$ cat config.mk
export PLATFORM = sky130hd
export DESIGN_NAME = irq_accept_ctrl
export DESIGN_NICKNAME = d
export VERILOG_FILES = /design/src/rtl/irq_pkg.sv /design/src/rtl/irq_prio_enc.sv /design/src/rtl/irq_accept_ctrl.sv
export SDC_FILE = /design/constraint.sdc
export NUM_CORES = 1
export LEC_CHECK = 0
export CORE_UTILIZATION = 28
export CTS_BUF_LIST = sky130_fd_sc_hd__clkbuf_16
export CTS_CLUSTER_DIAMETER = 150
export CTS_CLUSTER_SIZE = 20
export DETAILED_ROUTE_END_ITERATION = 10
export PLACE_DENSITY_LB_ADDON = 0.1
export SLEW_MARGIN = 20
export SYNTH_ARGS = -nofsm -noshare
export SYNTH_HDL_FRONTEND = slang
export SYNTH_SLANG_ARGS = --single-unit
$ cat constraint.sdc
create_clock -name clk -period 4.5 [get_ports clk]
set_clock_uncertainty 0.05 [all_clocks]
set_input_delay 1.125 -clock clk [delete_from_list [all_inputs] [get_ports clk]]
set_output_delay 1.125 -clock clk [all_outputs]
set_load 0.005 [all_outputs]
$ cat src/rtl/irq_pkg.sv
// Shared types and default sizing for the IRQ acceptance controller.
package irq_pkg;

    localparam int IRQ_NUM_DEF      = 8;
    localparam int IRQ_VEC_BASE_DEF = 64;
    localparam int IRQ_VEC_W_DEF    = 8;

    typedef enum logic [2:0] {
        ST_IDLE    = 3'd0,
        ST_CPU_REQ = 3'd1,
        ST_DTC_REQ = 3'd2,
        ST_CPU_ACK = 3'd3,
        ST_DTC_ACK = 3'd4
    } irq_acc_state_t;

endpackage

$ cat src/rtl/irq_prio_enc.sv
// Lowest-index-wins priority encoder with a valid flag.
module irq_prio_enc #(
    parameter int N     = 8,
    parameter int IDX_W = $clog2(N)
) (
    input  logic [N-1:0]     req,
    output logic             valid,
    output logic [IDX_W-1:0] idx
);

    // Scan from the top down so the lowest set index is the last one written.
    always_comb begin
        valid = |req;
        idx   = {IDX_W{1'b0}};
        for (int i = N - 1; i >= 0; i--) begin
            idx = req[i] ? IDX_W'(i) : idx;
        end
    end

endmodule

$ cat src/rtl/irq_accept_ctrl.sv
// Interrupt acceptance controller: fixed-priority arbitration, CPU req/ack and DTC hand-off.
// Optional DTC path is built only when IRQ_ACCEPT_DTC_EN is defined.
module irq_accept_ctrl
    import irq_pkg::*;
#(
    parameter int NUM_IRQ  = IRQ_NUM_DEF,
    parameter int VEC_BASE = IRQ_VEC_BASE_DEF,
    parameter int VEC_W    = IRQ_VEC_W_DEF
) (
    input  logic                       clk,
    input  logic                       rst,
    input  logic [NUM_IRQ-1:0]         irq_flag,
    input  logic [NUM_IRQ-1:0]         irq_enable,
    input  logic [NUM_IRQ-1:0]         dtc_enable,
    input  logic                       cpu_int_mask,
    input  logic                       cpu_int_ack,
    input  logic                       dtc_done,
    output logic                       int_req,
    output logic [VEC_W-1:0]           int_vec,
    output logic                       dtc_req,
    output logic                       exc_handling,
    output logic                       dtc_activate,
    output logic [$clog2(NUM_IRQ)-1:0] active_id,
    output logic                       busy
);

    localparam int ID_W = $clog2(NUM_IRQ);

    irq_acc_state_t   state_q, state_d;
    logic [ID_W-1:0]  active_id_q, active_id_d;
    logic             int_req_q, int_req_d;
    logic [VEC_W-1:0] int_vec_q, int_vec_d;
    logic             dtc_req_q, dtc_req_d;
    logic             exc_handling_q, exc_handling_d;
    logic             dtc_activate_q, dtc_activate_d;
    logic             busy_q, busy_d;

    logic [NUM_IRQ-1:0] elig_s;
    logic               win_valid_s;
    logic [ID_W-1:0]    win_id_s;

    function automatic logic [VEC_W-1:0] vec_of(input logic [ID_W-1:0] id);
        return VEC_W'(VEC_BASE) + VEC_W'(id);
    endfunction

`ifdef IRQ_ACCEPT_DTC_EN
    // A DTC-routed channel stays eligible while the CPU is masked.
    assign elig_s = irq_flag & irq_enable & (dtc_enable | {NUM_IRQ{~cpu_int_mask}});
`else
    logic dtc_unused_s;
    assign dtc_unused_s = ^{dtc_enable, dtc_done};
    assign elig_s = irq_flag & irq_enable & {NUM_IRQ{~cpu_int_mask}};
`endif

    irq_prio_enc #(
        .N     (NUM_IRQ),
        .IDX_W (ID_W)
    ) u_prio (
        .req   (elig_s),
        .valid (win_valid_s),
        .idx   (win_id_s)
    );

    // Next-state logic; outputs are derived from the next state so they register cleanly.
    always_comb begin
        state_d     = state_q;
        active_id_d = active_id_q;
        case (state_q)
            ST_IDLE: begin
                if (win_valid_s) begin
                    active_id_d = win_id_s;
`ifdef IRQ_ACCEPT_DTC_EN
                    state_d = dtc_enable[win_id_s] ? ST_DTC_REQ : ST_CPU_REQ;
`else
                    state_d = ST_CPU_REQ;
`endif
                end else begin
                    state_d = ST_IDLE;
                end
            end
            ST_CPU_REQ: begin
                if (cpu_int_ack) begin
                    state_d = ST_CPU_ACK;
                end else if (!irq_flag[active_id_q] || !irq_enable[active_id_q] || cpu_int_mask) begin
                    state_d = ST_IDLE;
                end else begin
                    state_d = ST_CPU_REQ;
                end
            end
            ST_CPU_ACK: state_d = ST_IDLE;
`ifdef IRQ_ACCEPT_DTC_EN
            ST_DTC_REQ: state_d = dtc_done ? ST_DTC_ACK : ST_DTC_REQ;
            ST_DTC_ACK: state_d = ST_IDLE;
`endif
            default: state_d = ST_IDLE;
        endcase

        int_req_d      = (state_d == ST_CPU_REQ);
        int_vec_d      = int_req_d ? vec_of(active_id_d) : {VEC_W{1'b0}};
        exc_handling_d = (state_d == ST_CPU_ACK);
        busy_d         = (state_d != ST_IDLE);
`ifdef IRQ_ACCEPT_DTC_EN
        dtc_req_d      = (state_d == ST_DTC_REQ);
        dtc_activate_d = (state_d == ST_DTC_ACK);
`else
        dtc_req_d      = 1'b0;
        dtc_activate_d = 1'b0;
`endif
    end

    // State and output registers; reset drops any in-flight request.
    always_ff @(posedge clk or posedge rst) begin
        if (rst) begin
            state_q        <= ST_IDLE;
            active_id_q    <= {ID_W{1'b0}};
            int_req_q      <= 1'b0;
            int_vec_q      <= {VEC_W{1'b0}};
            dtc_req_q      <= 1'b0;
            exc_handling_q <= 1'b0;
            dtc_activate_q <= 1'b0;
            busy_q         <= 1'b0;
        end else begin
            state_q        <= state_d;
            active_id_q    <= active_id_d;
            int_req_q      <= int_req_d;
            int_vec_q      <= int_vec_d;
            dtc_req_q      <= dtc_req_d;
            exc_handling_q <= exc_handling_d;
            dtc_activate_q <= dtc_activate_d;
            busy_q         <= busy_d;
        end
    end

    assign int_req      = int_req_q;
    assign int_vec      = int_vec_q;
    assign dtc_req      = dtc_req_q;
    assign exc_handling = exc_handling_q;
    assign dtc_activate = dtc_activate_q;
    assign active_id    = active_id_q;
    assign busy         = busy_q;

endmodule

# Word level (Yosys, flattened, before mapping)

Cells that the tools add are included.

Order comparisons: 1
Bitwise operators: 3
Eq/ne operators: 3
Add/subtract/negate cells: 1
Mux-type cells: 19
Reduce and logical (&&, ||, !) cells: 7

Operators by type and width:

| operator                                                                     | number |
|---|---|
| 3-bit two-way mux                                                            | 10 |
| 8-bit bitwise AND                                                            | 2 |
| 7-bit by 3-bit adder with 8-bit output, first input constant                 | 1 |
| 8-bit two-way mux                                                            | 1 |
| 8-bit OR reduction                                                           | 1 |
| 1-bit binary-select mux with 3-bit select                                    | 2 |
| 3-bit by 1-bit == test with 1-bit output, second input constant              | 2 |
| 3-bit one-hot mux with 2 select lines                                        | 1 |
| 3-bit by 4-bit less-than comparator with 1-bit output, second input constant | 1 |
| 1-bit two-way mux                                                            | 4 |
| 3-bit by 2-bit == test with 1-bit output, second input constant              | 1 |
| 3-bit logical NOT                                                            | 1 |
| 3-bit nonzero test                                                           | 1 |
| 1-bit logical NOT                                                            | 2 |
| 1-bit logical OR                                                             | 2 |
| 2-bit two-way mux                                                            | 1 |
| 1-bit NOT                                                                    | 1 |

Bits in registers: 17
Logic and storage cells: 40
Input port bits: 29
Output and inout bits: 16

# Longest topological paths before layout

Gate-level depths: netlist of the first run.

Depth after elaboration: 14
Mapped depth: 5

# Hierarchy

Synthesis of the first run repeated with hierarchy kept, for this count alone.

Cell total of the unflattened synthesis: 75
Area total of the unflattened synthesis: 689.4 µm²

Modules (own cells, without submodules):

| module          | sequential area each (µm²) | area each (µm²) | cells an instance | instances |
|---|---|---|---|---|
| irq_accept_ctrl | 275.3                      | 609.3           | 62                | 1 |
| irq_prio_enc    | 0.0                        | 80.1            | 13                | 1 |

# Worst setup path after synthesis of the first run

No wires, ideal clock.

Path kind: in2reg
Start point: input port irq_enable[4]
End point: register int_vec_q[1] (netlist: int_vec[1])
Setup time: 77 ps
Cell stages on the path: 5
Required time: 4,373 ps
Path buffers: 0
Slack: 2,280 ps
Arrival: 2,093 ps
Cell sequence: nand2_1 > mux4_2 > o22ai_2 > nand3_1 > a21oi_1

Word-level cells in the longest chain between the ends: 11
Elaborated cells on any way between the ends: 22

RTL lines:

| item                                   | line                   | text |
|---|---|---|
| start, declared                        | irq_accept_ctrl.sv:13  | `input logic [NUM_IRQ-1:0] irq_enable,` |
| 8-bit bitwise AND (2 in series)        | irq_accept_ctrl.sv:52  | `assign elig_s = irq_flag & irq_enable & {NUM_IRQ{~cpu_int_mask}};` |
| 3-bit two-way mux (5 in series)        | irq_prio_enc.sv:16     | `idx = req[i] ? IDX_W'(i) : idx;` |
| 3-bit two-way mux                      | irq_accept_ctrl.sv:70  | `if (win_valid_s) begin` |
| 3-bit two-way mux                      | irq_accept_ctrl.sv:68  | `case (state_q)` |
| 7-bit by 3-bit adder with 8-bit output | irq_accept_ctrl.sv:43  | `return VEC_W'(VEC_BASE) + VEC_W'(id);` |
| 8-bit two-way mux (*)                  | irq_accept_ctrl.sv:99  | `int_vec_d = int_req_d ? vec_of(active_id_d) : {VEC_W{1'b0}};` |
| named net int_vec_d[1]                 | irq_accept_ctrl.sv:32  | `logic [VEC_W-1:0] int_vec_q, int_vec_d;` |
| end signal, assigned                   | irq_accept_ctrl.sv:117 | `int_vec_q <= {VEC_W{1'b0}};` |
| end signal, assigned                   | irq_accept_ctrl.sv:126 | `int_vec_q <= int_vec_d;` |
| end, declared                          | irq_accept_ctrl.sv:32  |  |

The timed path passes the listed nets; every way through them passes the cells marked *. The select of a mux whose other input is x is not followed.

# Final worst setup path of the first run

Start point: input port irq_enable[7]
End point: register int_vec_q[2] (netlist: int_vec[2])

Word-level cells in the longest chain between the ends: 14
Elaborated cells on any way between the ends: 25

RTL lines:

| item                                   | line |
|---|---|
| 8-bit bitwise AND (2 in series)        | irq_accept_ctrl.sv:52 |
| 3-bit two-way mux (8 in series)        | irq_prio_enc.sv:16 |
| 3-bit two-way mux                      | irq_accept_ctrl.sv:70 |
| 3-bit two-way mux                      | irq_accept_ctrl.sv:68 |
| 7-bit by 3-bit adder with 8-bit output | irq_accept_ctrl.sv:43 |
| 8-bit two-way mux (*)                  | irq_accept_ctrl.sv:99 |
| named net int_vec_d[2]                 | irq_accept_ctrl.sv:32 |

Marked as above.

==> results of run 1 <==
==> final timing paths <==
check	start	endpoint	slack [ps]
max in group asynchronous	rst	active_id[0]$_DFF_PP0_	3000
worst max-delay path	irq_enable[7]	int_vec[2]$_DFF_PP0_	1930
worst max register to register	active_id[1]$_DFF_PP0_	int_vec[2]$_DFF_PP0_	2900
min in group asynchronous	rst	int_vec[1]$_DFF_PP0_	1120
worst min-delay path	active_id[1]$_DFF_PP0_	active_id[1]$_DFF_PP0_	550
worst min register to register	active_id[1]$_DFF_PP0_	active_id[1]$_DFF_PP0_	550
==> metal layers <==
metal | vias to the layer above | global-route usage
met2 | 15 | 0.210
met1 | 237 | 0.156
li1 | 273 | -
met3 | 0 | 0.0498
met4 | 0 | 0.0294
met5 | - | 0
==> cell usage in the layout, fill, tap and decap left out <==
master	instances
clkdlybuf4s50_1	29
nand2_1	14
dfrtp_1	11
conb_1	6
inv_1	4
a21oi_1	3
nand3_1	3
clkbuf_16	3
mux4_2	2
nand4_1	2
a32o_1	2
nand3b_1	1
nor3b_1	1
or2b_2	1
o22ai_2	1
nor3_2	1
o21ai_2	1
nor2b_2	1
nor2_1	1
nor3b_2	1
a31o_2	1
a31oi_1	1
nor4b_1	1
a21o_1	1
a41o_1	1
==> worst max-delay path: cells and delay by family <==
kind                   cells  cell delay (ps)
AO/OA/AOI/OAI              1              240
multiplexers               1              490
buffers and inverters      1              480
AND/OR/NAND/NOR            3              330
==> power by group <==
part           total, mW  switching, mW  leakage [nW]  internal (mW)
Clock              0.155         0.0388        0.0423          0.116
Sequential         0.162         0.0280         0.143          0.134
Combinational      0.174         0.0643         0.266          0.109
==> kinds of logic after synthesis <==
group	after synthesis	share of synthesized area
AOI/OAI and AO/OA	11	0.142
DFF	11	0.441
muxes	2	0.0721
buffers and inverters	10	0.102
and+or+nand+nor	27	0.236
other	1	0.00601
==> sequential cells by signal, summed over array words and instances, names as in the netlist <==
signal / cells
exc_handling: 1
active_id: 3
int_req: 1
state_q: 2
int_vec: 3
busy: 1
==> through the flow <==
step                      setup WS [ps]   util  cells
after global routing               1800  0.491    120
after detailed placement           1660  0.452    116
after global placement             1650  0.452    116
after CTS                          1900  0.491    120
after floorplan                    2280      -     67
final                              1930  0.491    120
==> layout make-up <==
type / count / area, um^2 / area share
multi-input combinational: 46 / 304 / 0.306
timing repair buffer: 29 / 290 / 0.292
sequential: 11 / 275 / 0.277
clock buffer: 3 / 75.1 / 0.0756
tap: 27 / 33.8 / 0.0340
inverter: 3 / 11.3 / 0.0113
clock inverter: 1 / 3.75 / 0.00378
==> metrics.txt, run 1 <==
status finished, final reports clean; Worst EP arrival 2680 ps; die width 49.2 um; Synth area leader dfrtp_1; TNS Setup 0 ps; final hold violations 0; HP Class flop to flop; Root Buffer clkbuf_16; # DRC 0; placed cell areas 915 um^2; first-pass GRT wire length 2.35 mm; Buffers on Ports 29; filler instances 187; post-cts resize count 0; fin crit share 0.571; Synth top area share 0.441; total gr overflow 0; post-route minimum period 2570 ps; Final setup viols 0; via count 525; core area 2020 um^2; Max Used Layer met3; DRT antenna net count 0; Worst-path clk slew 40 ps; Worst-Skew Late Latency 230 ps; PD cells 494 nW/um^2; Avg WL per Cell 10.4 um; Synth top cells by count nand2_1, dfrtp_1, buf_4; crit path max fanout 4; worst-path cell chain clkdlybuf4s50_1 -> nand2_1 -> mux4_2 -> o22ai_2 -> nor2b_2 -> nor3b_2; synth warn 0; # diodes 0; hold depth 2; die area 2420 um^2; CTS tree built; Initial Utilization 0.309; distinct cell type count after synthesis 24; largest net degree at the start of global routing 12; Iter 0 DRT Violations 5; sequential area share after synthesis 0.441; CP max stage cell mux4_2; via/cell ratio 4.38; DP Wirelength 1.02 mm; Synth Instances 62; WL final 1.24 mm; RSZ-0062 raised after global routing false; total track usage 0.128; H-Tree Level Count 1; top-count cell post-synth nand2_1; # rows 16; drt pass-1 iters 4; Design Power 0.491 mW; IO Count 45; initial antenna violation count 0; CP peak stage delay 490 ps; Max Fclk 389 MHz; hold_buf cts 0; Worst setup EP type flop; Leakage 0.452 nW; number of synthesized flops with an enable pin 0; VDD IR max 0.000300 V; met3 wire length 65 um; Final Max Slew Viols 0; Layout area overhead 59.1%; mapped cell area 624 um^2; met2 routed WL 621 um; top post-synthesis cells by area dfrtp_1, buf_4, nand2_1; Mean Syn Cell Area 10.1 um^2; R2R depth 4; Critical Path RT 4610 ps; share of layout cells above drive strength 1 0.129; vias in the first global route 554; #FFs+latches synth 11; worst hold slack 548 ps; Final #Nets 123; CTS Buf Count 3; maxcap violations 0; main flop type after synthesis dfrtp_1; CTS sink count 11; Async SR Flop Fraction 1.00; design area 993 um^2; startpoint types input pin; Die Height 49.2 um; GPL Wtd Cong 0.711; Longest Clk Path Bufs 2; WL met1 557 um; critical path type input pin to flop; setup bufs post-CTS 0
Note: power is estimated with default switching activity, not from simulation.
==> run 2, diff against run 1 <==
clock period = 2.7 ns   (was 4.5 ns; I/O delays follow)
==> metrics.txt, run 2 (synthesized netlist as in run 1, its figures left out) <==
status finished, final reports clean; GPL Wtd Cong 0.711 (about the same); largest net degree at the start of global routing 12 (unchanged); Worst-Skew Late Latency 230 ps (about the same); Final setup viols 0 (unchanged); RSZ-0062 raised after global routing false; core area 2020 um^2 (unchanged); Critical Path RT 2800 ps (-1810 ps); Iter 0 DRT Violations 6 (+1); startpoint types input pin; die width 49.2 um (unchanged); HP Class flop to flop; final setup margin 549 ps (-1380 ps); Design Power 0.816 mW (+66%); switching power 0.217 mW (+65%); first-pass GRT wire length 2.26 mm (-3.8%); vias in the first global route 536 (-3.2%); Longest Clk Path Bufs 2 (unchanged); worst reg2reg setup slack 1070 ps (-1830 ps); Worst-path clk slew 40 ps (about the same); Worst EP arrival 2250 ps (-430 ps); Pint 0.600 mW (+67%); H-Tree Level Count 1 (unchanged); die area 2420 um^2 (unchanged); critical path type input pin to flop; R2R depth 4 (unchanged); Worst setup EP type flop; VDD IR max 0.000582 V (+94%); IO Count 45 (unchanged); most frequent cells in the layout clkdlybuf4s50_1, nand2_1, dfrtp_1; CTS tree built; pre-CTS WS 315 ps (-1340 ps); Initial Utilization 0.309 (unchanged); Clock power frac 0.315 (about the same); share of layout cells above drive strength 1 0.129 (unchanged); Max Used Layer met3; post-cts resize count 0 (unchanged); DRT antenna net count 0 (unchanged); hold_buf cts 0 (unchanged); filler instances 189 (+1.1%); total track usage 0.125 (-0.00320); Max Fclk 465 MHz; sequential power share 0.332 (about the same); initial antenna violation count 0 (unchanged); WL met1 558 um (+0.18%); drt pass-1 iters 4 (unchanged); TNS Setup 0 ps (unchanged); Gate power share 0.353 (about the same); total gr overflow 0 (unchanged); CTS Buf Count 3 (unchanged); CTS sink count 11 (unchanged); met3 wire length 78 um (+20%); via/cell ratio 4.38 (+0.19%); Final #Nets 123 (unchanged); Final Max Slew Viols 0 (unchanged); # diodes 0 (unchanged); Leakage 0.452 nW (unchanged); DP Wirelength 1.02 mm (about the same); fin crit share 0.797; Die Height 49.2 um (unchanged); Buffers on Ports 29 (unchanged); crit path max fanout 3 (-1); switching part of the total 0.266 (-0.00157); placed cell areas 915 um^2 (unchanged); post-route minimum period 2150 ps; hold depth 2 (unchanged); PD cells 822 nW/um^2 (+66%); # DRC 0 (unchanged); WL final 1.25 mm (+0.64%); Avg WL per Cell 10.4 um (+0.64%); most common cell after layout, fill and taps aside clkdlybuf4s50_1; maxcap violations 0 (unchanged); final hold violations 0 (unchanged); setup bufs post-CTS 0 (unchanged); Root Buffer clkbuf_16; # rows 16 (unchanged); Layout area overhead 59.1% (unchanged); met2 routed WL 615 um (-0.97%); via count 526 (+0.19%); design area 993 um^2 (unchanged)
-- run 2: final timing paths --
check,endpoint,start
min in group asynchronous,busy$_DFF_PP0_,rst
hold / removal,active_id[1]$_DFF_PP0_,active_id[1]$_DFF_PP0_
setup / recovery,int_vec[1]$_DFF_PP0_,irq_enable[7]
max in group asynchronous,active_id[0]$_DFF_PP0_,rst
hold reg to reg,active_id[1]$_DFF_PP0_,active_id[1]$_DFF_PP0_
setup reg to reg,int_vec[1]$_DFF_PP0_,active_id[1]$_DFF_PP0_
-- run 2: layout make-up --
| cell class | count | area, um^2 | area share |
|---|---|---|---|
| inverters | 3 | 11.3 | 0.0113 |
| repair buffers | 29 | 290 | 0.292 |
| well taps | 27 | 33.8 | 0.0340 |
| flip-flops and latches | 11 | 275 | 0.277 |
| clock inverters | 1 | 3.75 | 0.00378 |
| multi-input cells | 46 | 304 | 0.306 |
| clock buffers | 3 | 75.1 | 0.0756 |
-- run 2: worst max-delay path, stage by stage --
cell             delay, ps
clkdlybuf4s50_1        480
nand2_1                 90
mux4_2                 500
o22ai_2                250
nand3_1                100
a21oi_1                160
-- run 2: through the flow --
| step | hold slack [ps] | cells | utilization |
|---|---|---|---|
| after floorplan | 477 | 67 | - |
| after global placement | 545 | 116 | 0.452 |
| after detailed placement | 554 | 116 | 0.452 |
| after CTS | 566 | 120 | 0.491 |
| after global routing | 592 | 120 | 0.491 |
| final | 552 | 120 | 0.491 |
-- run 2: metal layers --
metal  GRT usage  vias to the layer above
li1            -                      275
met5           0                        -
met2       0.194                       16
met4      0.0294                        0
met1       0.151                      235
met3      0.0654                        0
-- run 2: power groups by stage --
| stage | Sequential [mW] | Clock, mW | Combinational [mW] |
|---|---|---|---|
| 2_1_floorplan | 0.272 | 0 | 0.145 |
| 6_report | 0.271 | 0.257 | 0.288 |
| 5_1_grt | 0.281 | 0.276 | 0.320 |
| 4_1_cts | 0.273 | 0.263 | 0.292 |
| 3_3_place_gp | 0.273 | 0 | 0.294 |
| 3_5_place_dp | 0.275 | 0 | 0.291 |
